<file path="src/rtl/hazard_sched_if.sv">
// Pipeline <-> hazard controller signal bundle: register numbers, stage controls,
// and the stall/flush/forward/MDU outputs.
interface hazard_sched_if;
    logic [4:0] RsD, RtD, RsE, RtE;
    logic [4:0] WriteRegE, WriteRegM, WriteRegW;
    logic       RegWriteE, RegWriteM, RegWriteW;
    logic       MemtoRegE, MemtoRegM;
    logic       BranchD, PCSrcD, JumpD;
    logic       MdStartD, MdDivD, MdReadD;
    logic       StallF, StallD, FlushD, FlushE;
    logic       ForwardAD, ForwardBD;
    logic [1:0] ForwardAE, ForwardBE;
    logic       MdBusy, MdDone;

    modport master (
        output RsD, RtD, RsE, RtE, WriteRegE, WriteRegM, WriteRegW,
               RegWriteE, RegWriteM, RegWriteW, MemtoRegE, MemtoRegM,
               BranchD, PCSrcD, JumpD, MdStartD, MdDivD, MdReadD,
        input  StallF, StallD, FlushD, FlushE, ForwardAD, ForwardBD,
               ForwardAE, ForwardBE, MdBusy, MdDone
    );

    modport slave (
        input  RsD, RtD, RsE, RtE, WriteRegE, WriteRegM, WriteRegW,
               RegWriteE, RegWriteM, RegWriteW, MemtoRegE, MemtoRegM,
               BranchD, PCSrcD, JumpD, MdStartD, MdDivD, MdReadD,
        output StallF, StallD, FlushD, FlushE, ForwardAD, ForwardBD,
               ForwardAE, ForwardBE, MdBusy, MdDone
    );
endinterface

</file>
<file path="src/rtl/hazard_sched_unit.sv">
// Hazard controller for the 5-stage MIPS pipeline: stall/flush generation,
// operand forwarding and scheduling of the shared multi-cycle mult/div unit.
module hazard_sched_unit #(
    parameter int MUL_CYCLES = 4,
    parameter int DIV_CYCLES = 32,
    parameter int CNT_W      = 6
) (
    input  logic          clk,
    input  logic          reset,
    hazard_sched_if.slave hz
);

    typedef enum logic {RUN, MD_BUSY} state_t;

    state_t           state, state_nx;
    logic [CNT_W-1:0] cnt, cnt_nx;
    logic             lwstall, brstall, mdstall, stall, md_done;

    // Register 0 is hardwired, so it never creates a dependency.
    function automatic logic hit(input logic [4:0] a, input logic [4:0] b);
        return (a != 5'd0) && (a == b);
    endfunction

    function automatic logic [1:0] fwd_e(input logic [4:0] src);
        if (hz.RegWriteM && hit(hz.WriteRegM, src))
            return 2'b10;
        else if (hz.RegWriteW && hit(hz.WriteRegW, src))
            return 2'b01;
        else
            return 2'b00;
    endfunction

    always_comb begin
        lwstall = hz.MemtoRegE & (hit(hz.RtE, hz.RsD) | hit(hz.RtE, hz.RtD));
        brstall = hz.BranchD &
                  ((hz.RegWriteE & (hit(hz.WriteRegE, hz.RsD) | hit(hz.WriteRegE, hz.RtD))) |
                   (hz.MemtoRegM & (hit(hz.WriteRegM, hz.RsD) | hit(hz.WriteRegM, hz.RtD))));
        md_done = (state == MD_BUSY) && (cnt == '0);
        // mfhi/mflo may proceed on the final busy cycle; a new mult/div may not.
        mdstall = (state == MD_BUSY) & (hz.MdStartD | (hz.MdReadD & ~md_done));
        stall   = reset & (lwstall | brstall | mdstall);
    end

    always_comb begin
        hz.StallF    = stall;
        hz.StallD    = stall;
        hz.FlushE    = stall;
        hz.FlushD    = reset & (hz.PCSrcD | hz.JumpD) & ~stall;
        hz.ForwardAD = 1'b0;
        hz.ForwardBD = 1'b0;
        hz.ForwardAE = 2'b00;
        hz.ForwardBE = 2'b00;
        if (reset) begin
            hz.ForwardAD = hz.RegWriteM & hit(hz.WriteRegM, hz.RsD);
            hz.ForwardBD = hz.RegWriteM & hit(hz.WriteRegM, hz.RtD);
            hz.ForwardAE = fwd_e(hz.RsE);
            hz.ForwardBE = fwd_e(hz.RtE);
        end
        hz.MdBusy = (state == MD_BUSY);
        hz.MdDone = md_done;
    end

    always_ff @(posedge clk or negedge reset) begin
        if (!reset) begin
            state <= RUN;
            cnt   <= '0;
        end else begin
            state <= state_nx;
            cnt   <= cnt_nx;
        end
    end

    always_comb begin
        state_nx = state;
        cnt_nx   = cnt;
        unique case (state)
            RUN: begin
                if (hz.MdStartD && !stall) begin
                    state_nx = MD_BUSY;
                    cnt_nx   = hz.MdDivD ? CNT_W'(DIV_CYCLES - 1) : CNT_W'(MUL_CYCLES - 1);
                end
            end
            MD_BUSY: begin
                if (cnt == '0)
                    state_nx = RUN;
                else
                    cnt_nx = cnt - CNT_W'(1);
            end
            default: state_nx = RUN;
        endcase
    end

endmodule

</file>
<file path="src/flat_wrapper.sv">
// flat-port wrapper written by rule: the top's interface ports become plain ports
module hazard_sched_unit_flat 
#(
    parameter int MUL_CYCLES = 4,
    parameter int DIV_CYCLES = 32,
    parameter int CNT_W      = 6
)
  (clk, reset, hz_RsD, hz_RtD, hz_RsE, hz_RtE, hz_WriteRegE, hz_WriteRegM, hz_WriteRegW, hz_RegWriteE, hz_RegWriteM, hz_RegWriteW, hz_MemtoRegE, hz_MemtoRegM, hz_BranchD, hz_PCSrcD, hz_JumpD, hz_MdStartD, hz_MdDivD, hz_MdReadD, hz_StallF, hz_StallD, hz_FlushD, hz_FlushE, hz_ForwardAD, hz_ForwardBD, hz_ForwardAE, hz_ForwardBE, hz_MdBusy, hz_MdDone);
  hazard_sched_if hz_i ();
  input  logic clk;
  input  logic reset;
  input wire logic [$bits(hz_i.RsD)-1:0] hz_RsD;
  input wire logic [$bits(hz_i.RtD)-1:0] hz_RtD;
  input wire logic [$bits(hz_i.RsE)-1:0] hz_RsE;
  input wire logic [$bits(hz_i.RtE)-1:0] hz_RtE;
  input wire logic [$bits(hz_i.WriteRegE)-1:0] hz_WriteRegE;
  input wire logic [$bits(hz_i.WriteRegM)-1:0] hz_WriteRegM;
  input wire logic [$bits(hz_i.WriteRegW)-1:0] hz_WriteRegW;
  input wire logic [$bits(hz_i.RegWriteE)-1:0] hz_RegWriteE;
  input wire logic [$bits(hz_i.RegWriteM)-1:0] hz_RegWriteM;
  input wire logic [$bits(hz_i.RegWriteW)-1:0] hz_RegWriteW;
  input wire logic [$bits(hz_i.MemtoRegE)-1:0] hz_MemtoRegE;
  input wire logic [$bits(hz_i.MemtoRegM)-1:0] hz_MemtoRegM;
  input wire logic [$bits(hz_i.BranchD)-1:0] hz_BranchD;
  input wire logic [$bits(hz_i.PCSrcD)-1:0] hz_PCSrcD;
  input wire logic [$bits(hz_i.JumpD)-1:0] hz_JumpD;
  input wire logic [$bits(hz_i.MdStartD)-1:0] hz_MdStartD;
  input wire logic [$bits(hz_i.MdDivD)-1:0] hz_MdDivD;
  input wire logic [$bits(hz_i.MdReadD)-1:0] hz_MdReadD;
  output wire logic [$bits(hz_i.StallF)-1:0] hz_StallF;
  output wire logic [$bits(hz_i.StallD)-1:0] hz_StallD;
  output wire logic [$bits(hz_i.FlushD)-1:0] hz_FlushD;
  output wire logic [$bits(hz_i.FlushE)-1:0] hz_FlushE;
  output wire logic [$bits(hz_i.ForwardAD)-1:0] hz_ForwardAD;
  output wire logic [$bits(hz_i.ForwardBD)-1:0] hz_ForwardBD;
  output wire logic [$bits(hz_i.ForwardAE)-1:0] hz_ForwardAE;
  output wire logic [$bits(hz_i.ForwardBE)-1:0] hz_ForwardBE;
  output wire logic [$bits(hz_i.MdBusy)-1:0] hz_MdBusy;
  output wire logic [$bits(hz_i.MdDone)-1:0] hz_MdDone;
  assign hz_i.RsD = hz_RsD;
  assign hz_i.RtD = hz_RtD;
  assign hz_i.RsE = hz_RsE;
  assign hz_i.RtE = hz_RtE;
  assign hz_i.WriteRegE = hz_WriteRegE;
  assign hz_i.WriteRegM = hz_WriteRegM;
  assign hz_i.WriteRegW = hz_WriteRegW;
  assign hz_i.RegWriteE = hz_RegWriteE;
  assign hz_i.RegWriteM = hz_RegWriteM;
  assign hz_i.RegWriteW = hz_RegWriteW;
  assign hz_i.MemtoRegE = hz_MemtoRegE;
  assign hz_i.MemtoRegM = hz_MemtoRegM;
  assign hz_i.BranchD = hz_BranchD;
  assign hz_i.PCSrcD = hz_PCSrcD;
  assign hz_i.JumpD = hz_JumpD;
  assign hz_i.MdStartD = hz_MdStartD;
  assign hz_i.MdDivD = hz_MdDivD;
  assign hz_i.MdReadD = hz_MdReadD;
  assign hz_StallF = hz_i.StallF;
  assign hz_StallD = hz_i.StallD;
  assign hz_FlushD = hz_i.FlushD;
  assign hz_FlushE = hz_i.FlushE;
  assign hz_ForwardAD = hz_i.ForwardAD;
  assign hz_ForwardBD = hz_i.ForwardBD;
  assign hz_ForwardAE = hz_i.ForwardAE;
  assign hz_ForwardBE = hz_i.ForwardBE;
  assign hz_MdBusy = hz_i.MdBusy;
  assign hz_MdDone = hz_i.MdDone;
  hazard_sched_unit #(.MUL_CYCLES(MUL_CYCLES), .DIV_CYCLES(DIV_CYCLES), .CNT_W(CNT_W)) u_core (.clk(clk), .reset(reset), .hz(hz_i));
endmodule
</file>
<file path="config.mk">
export PLATFORM = sky130hd
export DESIGN_NAME = hazard_sched_unit_flat
export DESIGN_NICKNAME = d
export VERILOG_FILES = /design/src/rtl/hazard_sched_if.sv /design/src/rtl/hazard_sched_unit.sv /design/src/flat_wrapper.sv
export SDC_FILE = /design/constraint.sdc
export NUM_CORES = 1
export LEC_CHECK = 0
export BUFFER_PORTS_ARGS = -buffer_cell sky130_fd_sc_hd__buf_2
export CAP_MARGIN = 20
export CORE_MARGIN = 10
export CORE_UTILIZATION = 47
export DETAILED_ROUTE_END_ITERATION = 12
export PLACE_DENSITY = 0.85
export RECOVER_POWER = 25
export SYNTH_ARGS = -nofsm -noshare
export SYNTH_HDL_FRONTEND = slang
export SYNTH_SLANG_ARGS = --single-unit
</file>
<file path="constraint.sdc">
create_clock -name clk -period 2.7 [get_ports clk]
set_input_delay 0.27 -clock clk [delete_from_list [all_inputs] [get_ports clk]]
set_output_delay 0.27 -clock clk [all_outputs]
set_load 0.1 [all_outputs]
</file>
==> run metrics, run 1 <==
Ys Warns=0; Starting Density=slightly below 50%; #FFs+latches synth=7; Final #Nets=256; share of layout cells above drive strength 1=between 30% and 40%; Clock Pin Slew Worst Setup and Hold Paths=about 0.050 ns; highest-count cells in the layout ignoring fill and taps=buf_2, xor2_1, xnor2_1; Worst-Margin Slew=about 0.73 ns; die height=between 70 and 80 um; Reg area=176 um^2; Die Wd=~70 um; RSZ-0062 raised after global routing=no; status=complete, no violations; IO Pins=60; post-route ant nets=0; Data arrival, critical path=around 2.2 ns; f_max=403 MHz; clock tree from TritonCTS=built; Leakage=around 0.74 nW; Peak VDD IR=approximately 0.00054 V; CP Capture Type=primary output; GRT overflow=0; initial DRC count=52; DRC viols=0; Initial DRT Pass Iterations=4; crit path max fanout=5; Net Count, Synth=203; crit path kind=reg2out; IO Port Bufs=between 50 and 60; worst reg2reg path depth=6; CTS Buffer Depth=2; antenna violations before repair=0; Clock Skew=roughly 0.0013 ns; All-Layer GR Usage=approximately 14%; die area=just over 5000 um^2; Multi-input gate area=approximately 1000 um^2; Final Hold Fails=0; register area share after synthesis=between 10% and 20%; vias per cell=around 5.4; endpoints failing setup=0; Avg Inst Size Synth=about 8 um^2; Cells after Synth=153; WHS=0.308 ns; first-pass GRT wire length=6.17 mm; Ant. Diodes=0; Slew Limit Headroom=between 50% and 60%; Max-Cap Viols=0; Synth-to-Final Area Change=29.1%; largest net degree at the start of global routing=17; Final period util=between 90% and 100%; mapped cell area=1240 um^2; hold crit path type=in2reg; Hold Crit Depth=3; per-cell routed wire length=about 16 um; row count=18; pwr dens=601 nW/um^2; setup tns final=0 ns; Place WS=0.414 ns; Root Buffer=clkbuf_4; Final WS setup=between 0.2 and 0.25 ns; Startpoint Class=flop; distinct cell type count after synthesis=36; vias in the first global route=between 1,000 and 1,500; Final min period=between 2 and 2.5 ns; core area=around 2500 um^2; DP Area=1570 um^2; # clock sinks=7; WL final=~3.7 mm; required time of the critical path=~2.4 ns; Clk Latency, worst-skew pair=between 0.2 and 0.3 ns; CTS Buf Count=3; PostCTS Resize Cnt=0; routability cong.=0.877; via count=about 1,300; H-tree level count=1; fillers=between 200 and 250; DP Wirelength=3.12 mm; commonest non-fill, non-tap cell in the layout=buf_2; final slew viol count=0; Final Cell Area=between 1500 and 2000 um^2
==> synth_stat cells (all sizes together) <==
| cell | instances | area share (%) |
|---|---|---|
| a221o | 2 | 1.6 |
| o21a | 2 | 1.2 |
| and3 | 2 | 1.0 |
| o21ai | 2 | 2.0 |
| a2bb2oi | 2 | 1.4 |
| a21boi | 1 | 0.61 |
| o211ai | 2 | 1.2 |
| or3 | 2 | 1.8 |
| o221ai | 1 | 0.71 |
| or4 | 5 | 3.0 |
| nor4 | 5 | 2.5 |
| nor2 | 10 | 3.0 |
| nor3 | 11 | 5.3 |
| ha | 2 | 2.0 |
| nand3 | 6 | 2.4 |
| a21o | 1 | 0.61 |
| clkbuf | 3 | 0.91 |
| buf | 11 | 5.3 |
| o31ai | 1 | 1.7 |
| xor2 | 38 | 27 |
| nand2 | 8 | 2.4 |
| nand2b | 1 | 0.50 |
| xnor2 | 13 | 9.2 |
| nor2b | 1 | 0.50 |
| o2bb2ai | 1 | 0.71 |
| a22oi | 2 | 1.2 |
| o22ai | 2 | 1.5 |
| inv | 4 | 1.2 |
| o2111a | 2 | 1.8 |
| and2 | 3 | 1.5 |
| dfrtp | 7 | 14 |
==> worst paths after layout <==
| path | start | end | slack [ns] |
|---|---|---|---|
| max in group asynchronous | reset | u_core.hz.MdBusy | 1.50 |
| worst min-delay path | hz_MdDivD | u_core.cnt[3] | 0.31 |
| worst max-delay path | u_core.cnt[2] | hz_FlushD | 0.22 |
| worst min register to register | u_core.cnt[4] | u_core.cnt[4] | 0.57 |
| min in group asynchronous | reset | u_core.cnt[2] | 0.70 |
| worst max register to register | u_core.cnt[2] | u_core.cnt[3] | 0.69 |
==> area by class of cell <==
class                      instances  share of cell area [%]
clock buffer                       4                    1.64
timing repair buffer              62                    20.7
inverter                           4                   0.937
multi-input combinational        128                    63.4
tap                               30                    2.34
sequential                         7                    11.0
==> stage by stage <==
stage | std cells | total power [mW] | utilization (%)
2_1_floorplan | 153 | 0.728 | -
3_3_place_gp | 230 | 0.848 | 62.8
3_5_place_dp | 230 | 0.857 | 62.8
4_1_cts | 235 | 0.966 | 64.3
5_1_grt | 235 | 1.03 | 64.1
6_report | 235 | 0.963 | 64.1
==> layer usage <==
layer | track usage, % | routed length [um]
met1 | 16.1 | 1600
met2 | 25.3 | 1830
met3 | 4.27 | 255
met4 | 2.58 | 22
met5 | 0 | 0
==> registers in the layout, indices dropped and copies added (netlist names) <==
name and count:
u_core.cnt 6, u_core.hz.MdBusy 1
==> cells by family after synthesis <==
family / synth area share, %
AOI/OAI and AO/OA: 16.3
xor gates and xnor gates: 36.0
adders and majority gates: 2.02
buffers and inverters: 7.46
DFF: 14.1
and+or+nand+nor: 24.1
==> worst max-delay path, stage by stage (launching register included) <==
cell	delay, ns
dfrtp_1	0.41
or3_4	0.40
or3_4	0.42
a21o_1	0.19
nand2_1	0.12
o2111a_2	0.24
buf_12	0.17
==> where the power goes <==
part / switching (mW) / total (mW) / internal, mW
logic: 0.391 / 0.635 / 0.244
clock network: 0.0410 / 0.0975 / 0.0565
registers: 0.0703 / 0.230 / 0.160
==> what timing repair did <==
| action | 4_1_cts | 5_1_grt |
|---|---|---|
| hold endpoints to repair | 7 | 0 |
| setup buffers | 0 | 0 |
| hold buffers | 1 | 0 |
Power figures use the tool's default switching activity.
==> run 2: changes to the inputs <==
--- a/config.mk
+++ b/config.mk
@@ -9,9 +9,9 @@
 export CAP_MARGIN = 20
 export CORE_MARGIN = 10
 export CORE_UTILIZATION = 47
+export CTS_CLUSTER_DIAMETER = 40
 export DETAILED_ROUTE_END_ITERATION = 12
-export PLACE_DENSITY = 0.85
-export RECOVER_POWER = 25
+export PLACE_DENSITY = 0.9
 export SYNTH_ARGS = -nofsm -noshare
 export SYNTH_HDL_FRONTEND = slang
 export SYNTH_SLANG_ARGS = --single-unit
==> run 2 against run 1 <==
Critical path type unchanged. Utilization increased by 0.15 points. Sequential power is 2% lower. Clock-buffer cell count is the same. First-iteration DRC count rose by 7.7%. Hold slack better by 0.032 ns. Highest routed layer unchanged. Sequential cell count stayed put. Combinational power increased by 2%. Non-clock buffer count unchanged. Routed wire length shrank 2.4%.
==> run metrics, run 2 (synthesis results as in run 1) <==
Final Hold Fails=0 (unchanged); vias in the first global route=1,369 (was 1,408); DRC viols=0 (unchanged); f_max=401 MHz (was 403 MHz); combinational power share=66.7% (was 66.0%); IO Port Bufs=59 (unchanged); # clock sinks=7 (unchanged); PostCTS Resize Cnt=0 (unchanged); Final #Nets=256 (unchanged); Tot Pwr=0.967 mW (was 0.963 mW); crit path kind=reg2out (unchanged); Global Route met2 Usage=24.5% (was 25.3%); WHS=0.340 ns (was 0.308 ns); H-tree level count=1 (unchanged); core area=2500 um^2 (unchanged); Switching Share=52.1% (about the same); Max-Cap Viols=0 (unchanged); Clk Latency, worst-skew pair=0.26 ns (about the same); GRT busiest layer=met2 (unchanged); post-route ant nets=0 (unchanged); sequential share of power=23.3% (was 23.9%); Die Wd=71.4 um (unchanged); All-Layer GR Usage=13.7% (was 14.1%); clock share of power=10.0% (was 10.1%); Slew Limit Headroom=57.9% (was 51.6%); crit path max fanout=5 (unchanged); vias per cell=5.38 (was 5.41); IO Pins=60 (unchanged); max reg flops=6 (unchanged); clock tree from TritonCTS=built (unchanged); Hold Crit Depth=3 (unchanged); row count=18 (unchanged); FF-to-FF Start=u_core.cnt[2] (unchanged); routability cong.=0.804 (was 0.877); hold crit path type=in2reg (unchanged); Leakage=0.741 nW (was 0.738 nW); DP Wirelength=3.12 mm (about the same); share of layout cells above drive strength 1=37.1% (was 36.6%); hold endpoint=u_core.cnt[2] (was u_core.cnt[3]); r2r setup slk=0.69 ns (about the same); Initial DRT Pass Iterations=5 (was 4); highest-count cells in the layout ignoring fill and taps=buf_2, xor2_1, xnor2_1 (unchanged); Post-Place Cells=230 (unchanged); Data arrival, critical path=2.23 ns (was 2.21 ns); Startpoint Class=flop (unchanged); antenna violations before repair=0 (unchanged); internal power=0.463 mW (was 0.461 mW); fillers=203 (was 232); Final min period=2.50 ns (was 2.48 ns); endpoints failing setup=0 (unchanged); GRT overflow=0 (unchanged); pwr dens=602 nW/um^2 (was 601 nW/um^2); die height=71.4 um (unchanged); post-layout util=64.3% (was 64.1%); RSZ-0062 raised after global routing=no (unchanged); met3 Use GR=4.41% (was 4.27%); Reg area=176 um^2 (unchanged); Synth-to-Final Area Change=29.4% (was 29.1%); Reg with most FFs=u_core.cnt (unchanged); worst hold start=hz_MdDivD (unchanged); Clock Pin Slew Worst Setup and Hold Paths=0.05 ns (about the same); Final period util=92.4% (was 92.0%); per-cell routed wire length=15.4 um (was 15.8 um); WL final=3.62 mm (was 3.71 mm); non-filler cells, final=235 (unchanged); Root Buffer=clkbuf_4 (unchanged); status=complete, no violations (unchanged); die area=5100 um^2 (unchanged); Multi-input gate area=1020 um^2 (unchanged); setup tns final=0 ns (unchanged); CP Capture Type=primary output (unchanged); GR Util met1=15.0% (was 16.1%); commonest non-fill, non-tap cell in the layout=buf_2 (unchanged); CTS Buf Count=3 (unchanged); first-pass GRT wire length=6.00 mm (was 6.17 mm); Starting Density=49.6% (unchanged); required time of the critical path=2.43 ns (about the same); Worst-Margin Slew=0.626 ns (was 0.726 ns); Peak VDD IR=0.000480 V (was 0.000542 V); Ant. Diodes=0 (unchanged); via count=1,265 (was 1,271); initial DRC count=56 (was 52); FF-to-FF End=u_core.cnt[3] (unchanged); CTS Buffer Depth=2 (unchanged); final slew viol count=0 (unchanged); Clock Skew=0.0103 ns (was 0.00132 ns); largest net degree at the start of global routing=17 (unchanged); Switch Pwr=0.504 mW (was 0.502 mW); worst reg2reg path depth=6 (unchanged)
run 2: worst max-delay path by stage:
stage / from / end / slack, ns / cells past startpoint
after floorplan: hz_WriteRegM[4] / hz_StallD / 0.09 / 8
after global placement: hz_WriteRegM[0] / hz_StallD / 0.45 / 8
after detailed placement: hz_WriteRegM[0] / hz_StallF / 0.43 / 8
after CTS: reset / hz_ForwardBE[0] / 0.20 / 6
after global routing: reset / hz_ForwardAE[0] / 0.13 / 6
final: u_core.cnt[2] / hz_FlushD / 0.20 / 6
run 2: repair_timing:
action | 4_1_cts | 5_1_grt
hold buffers | 1 | 0
buffers inserted | 0 | 0
setup endpoints to repair | 0 | 0
endpoints found under the hold margin | 7 | 0
run 2: final cells by class:
class,count,share of cell area [%]
clock buffer,4,1.64
tap,30,2.34
inverter,4,0.935
timing repair buffer,62,20.9
sequential,7,11.0
multi-input combinational,128,63.2
run 2: layer usage:
metal,share of wire (%),vias to the layer above
met1,41,580
met4,0.64,0
met5,0,-
li1,-,634
met3,7.4,4
met2,51,47
run 2: critical path: stages, from the launching register on:
cell      delay [ns]
dfrtp_1         0.42
or3_4           0.39
or3_4           0.41
a21o_1          0.19
nand2_1         0.13
o2111a_2        0.25
buf_12          0.17
run 2: power groups by stage:
stage / sequential [mW] / clock, mW / combinational, mW
after floorplan: 0.240 / 0 / 0.487
after global placement: 0.221 / 0 / 0.625
after detailed placement: 0.223 / 0 / 0.641
after CTS: 0.223 / 0.0998 / 0.647
after global routing: 0.234 / 0.104 / 0.697
final: 0.226 / 0.0966 / 0.645
run 2: metrics by stage:
step / worst slack [ns] / cell area (um^2)
floorplan: 0.0900 / 1280
global placement: 0.452 / 1570
detailed placement: 0.429 / 1570
CTS: 0.201 / 1610
global route: 0.130 / 1610
finish: 0.204 / 1610
==> run 3: changes to the inputs <==
==> constraint.sdc (replaced) <==
create_clock -name clk -period 2.55 [get_ports clk]
set_input_delay 0.255 -clock clk [delete_from_list [all_inputs] [get_ports clk]]
set_output_delay 0.255 -clock clk [all_outputs]
set_load 0.1 [all_outputs]
==> run 3 against run 2 <==
Sequential cell count is the same. Sequential share of layout area decreased by 0.36 points. Routed wire length increased by 4.9%. Clock-buffer cell count unchanged. Largest power group unchanged. Highest routed layer unchanged.
==> run metrics, run 3 (synthesis results as in run 1) <==
Synth-to-Final Area Change=33.9% (was 29.4%); RSZ-0062 raised after global routing=no (unchanged); # clock sinks=7 (unchanged); Slew Limit Headroom=66.6% (was 57.9%); via count=1,291 (was 1,265); crit path max fanout=5 (unchanged); highest-count cells in the layout ignoring fill and taps=buf_2, xor2_1, xnor2_1 (unchanged); share of layout cells above drive strength 1=37.9% (was 37.1%); max reg flops=6 (unchanged); per-cell routed wire length=16.1 um (was 15.4 um); Ant. Diodes=0 (unchanged); Starting Density=49.6% (unchanged); vias per cell=5.47 (was 5.38); Root Buffer=clkbuf_4 (unchanged); post-route ant nets=0 (unchanged); Clock Skew=0.0122 ns (was 0.0103 ns); GRT overflow=0 (unchanged); post-CTS setup buffer count=0 (unchanged); final slew viol count=0 (unchanged); setup tns final=0 ns (unchanged); vias in the first global route=1,392 (was 1,369); Final WS setup=0.0914 ns (was 0.204 ns); hold crit path type=in2reg (unchanged); initial DRC count=79 (was 56); DP Area=1620 um^2 (was 1570 um^2); pwr dens=642 nW/um^2 (was 602 nW/um^2); DP Wirelength=3.31 mm (was 3.12 mm); routability cong.=0.842 (was 0.804); die height=71.4 um (unchanged); Max-Cap Viols=0 (unchanged); first-pass GRT wire length=6.42 mm (was 6.00 mm); Place WS=0.317 ns (was 0.429 ns); Die Wd=71.4 um (unchanged); Leakage=0.760 nW (was 0.741 nW); required time of the critical path=2.30 ns (was 2.43 ns); Worst-Margin Slew=0.505 ns (was 0.626 ns); Startpoint Class=flop (unchanged); Final Hold Fails=0 (unchanged); status=complete, no violations (unchanged); CTS Buffer Depth=2 (unchanged); WHS=0.311 ns (was 0.340 ns); Peak VDD IR=0.000568 V (was 0.000480 V); Data arrival, critical path=2.20 ns (was 2.23 ns); clock tree from TritonCTS=built (unchanged); f_max=between 400 and 500 MHz; row count=18 (unchanged); Reg with most FFs=u_core.cnt (unchanged); H-tree level count=1 (unchanged); CTS Buf Count=3 (unchanged); WL final=3.79 mm (was 3.62 mm); core area=2500 um^2 (unchanged); DRC viols=0 (unchanged); CP Capture Type=primary output (unchanged); Final min period=roughly 2.5 ns; Clock Pin Slew Worst Setup and Hold Paths=0.05 ns (about the same); largest net degree at the start of global routing=17 (unchanged); Final Cell Area=1660 um^2 (was 1610 um^2); IO Pins=60 (unchanged); Final #Nets=257 (was 256); antenna violations before repair=0 (unchanged); Initial DRT Pass Iterations=4 (was 5); endpoints failing setup=0 (unchanged); Clk Latency, worst-skew pair=0.27 ns (was 0.26 ns); die area=5100 um^2 (unchanged); All-Layer GR Usage=14.8% (was 13.7%); commonest non-fill, non-tap cell in the layout=buf_2 (unchanged); crit path kind=reg2out (unchanged); Final period util=96.4%; IO Port Bufs=59 (unchanged)
run 3: cell types whose count changed in the layout (fill, tap and decap cells not counted), sizes merged:
cell / change
buf: +1
run 3: repair_timing:
item | CTS | global route
resized for setup | 0 | 1
setup endpoints to repair | 0 | 1
hold buffers | 1 | 0
endpoints found under the hold margin | 7 | 0
run 3: per-stage QoR:
step | util, % | power, mW | std cells
after global placement | 64.9 | 0.937 | 231
after floorplan | - | 0.776 | 153
after global routing | 66.5 | 1.15 | 236
after CTS | 66.4 | 1.07 | 236
after detailed placement | 64.9 | 0.956 | 231
final | 66.5 | 1.07 | 236
run 3: per-layer routing:
metal | track usage [%] | part of all wire [%] | vias to the layer above
met1 | 16.3 | 39 | 586
met5 | 0 | 0 | -
met2 | 26.2 | 52 | 58
met4 | 5.81 | 2.1 | 0
met3 | 3.99 | 6.6 | 9
li1 | - | - | 638
run 3: final cells by class:
| type | count | area [um^2] |
|---|---|---|
| Clock buffer | 4 | 26.3 |
| Multi-Input combinational cell | 128 | 1020 |
| Timing Repair Buffer | 63 | 388 |
| Sequential cell | 7 | 176 |
| Tap cell | 30 | 37.5 |
| Fill cell | 209 | 838 |
| Inverter | 4 | 15.0 |
run 3: critical path, cell delays in order, from the launching register on:
cell and delay [ns]:
dfrtp_1 0.41, or3_4 0.39, or3_4 0.42, a21o_1 0.20, nand2_2 0.10, o2111a_2 0.25
buf_12 0.18
run 3: power breakdown:
part,leakage [nW],switching (mW),total [mW],internal (mW)
clock,0.0150,0.0470,0.107,0.0601
combinational,0.665,0.425,0.718,0.293
sequential,0.0808,0.0721,0.241,0.169
run 3: worst paths after layout:
path	start	cells past startpoint	end	slack, ns
setup / recovery	u_core.cnt[2]	6	hz_FlushD	0.09
max in group asynchronous	reset	3	u_core.hz.MdBusy	1.90
min in group asynchronous	reset	3	u_core.cnt[5]	0.48
hold reg to reg	u_core.cnt[5]	2	u_core.cnt[5]	0.58
setup reg to reg	u_core.cnt[2]	6	u_core.cnt[2]	0.55
hold / removal	hz_MdDivD	3	u_core.cnt[2]	0.31
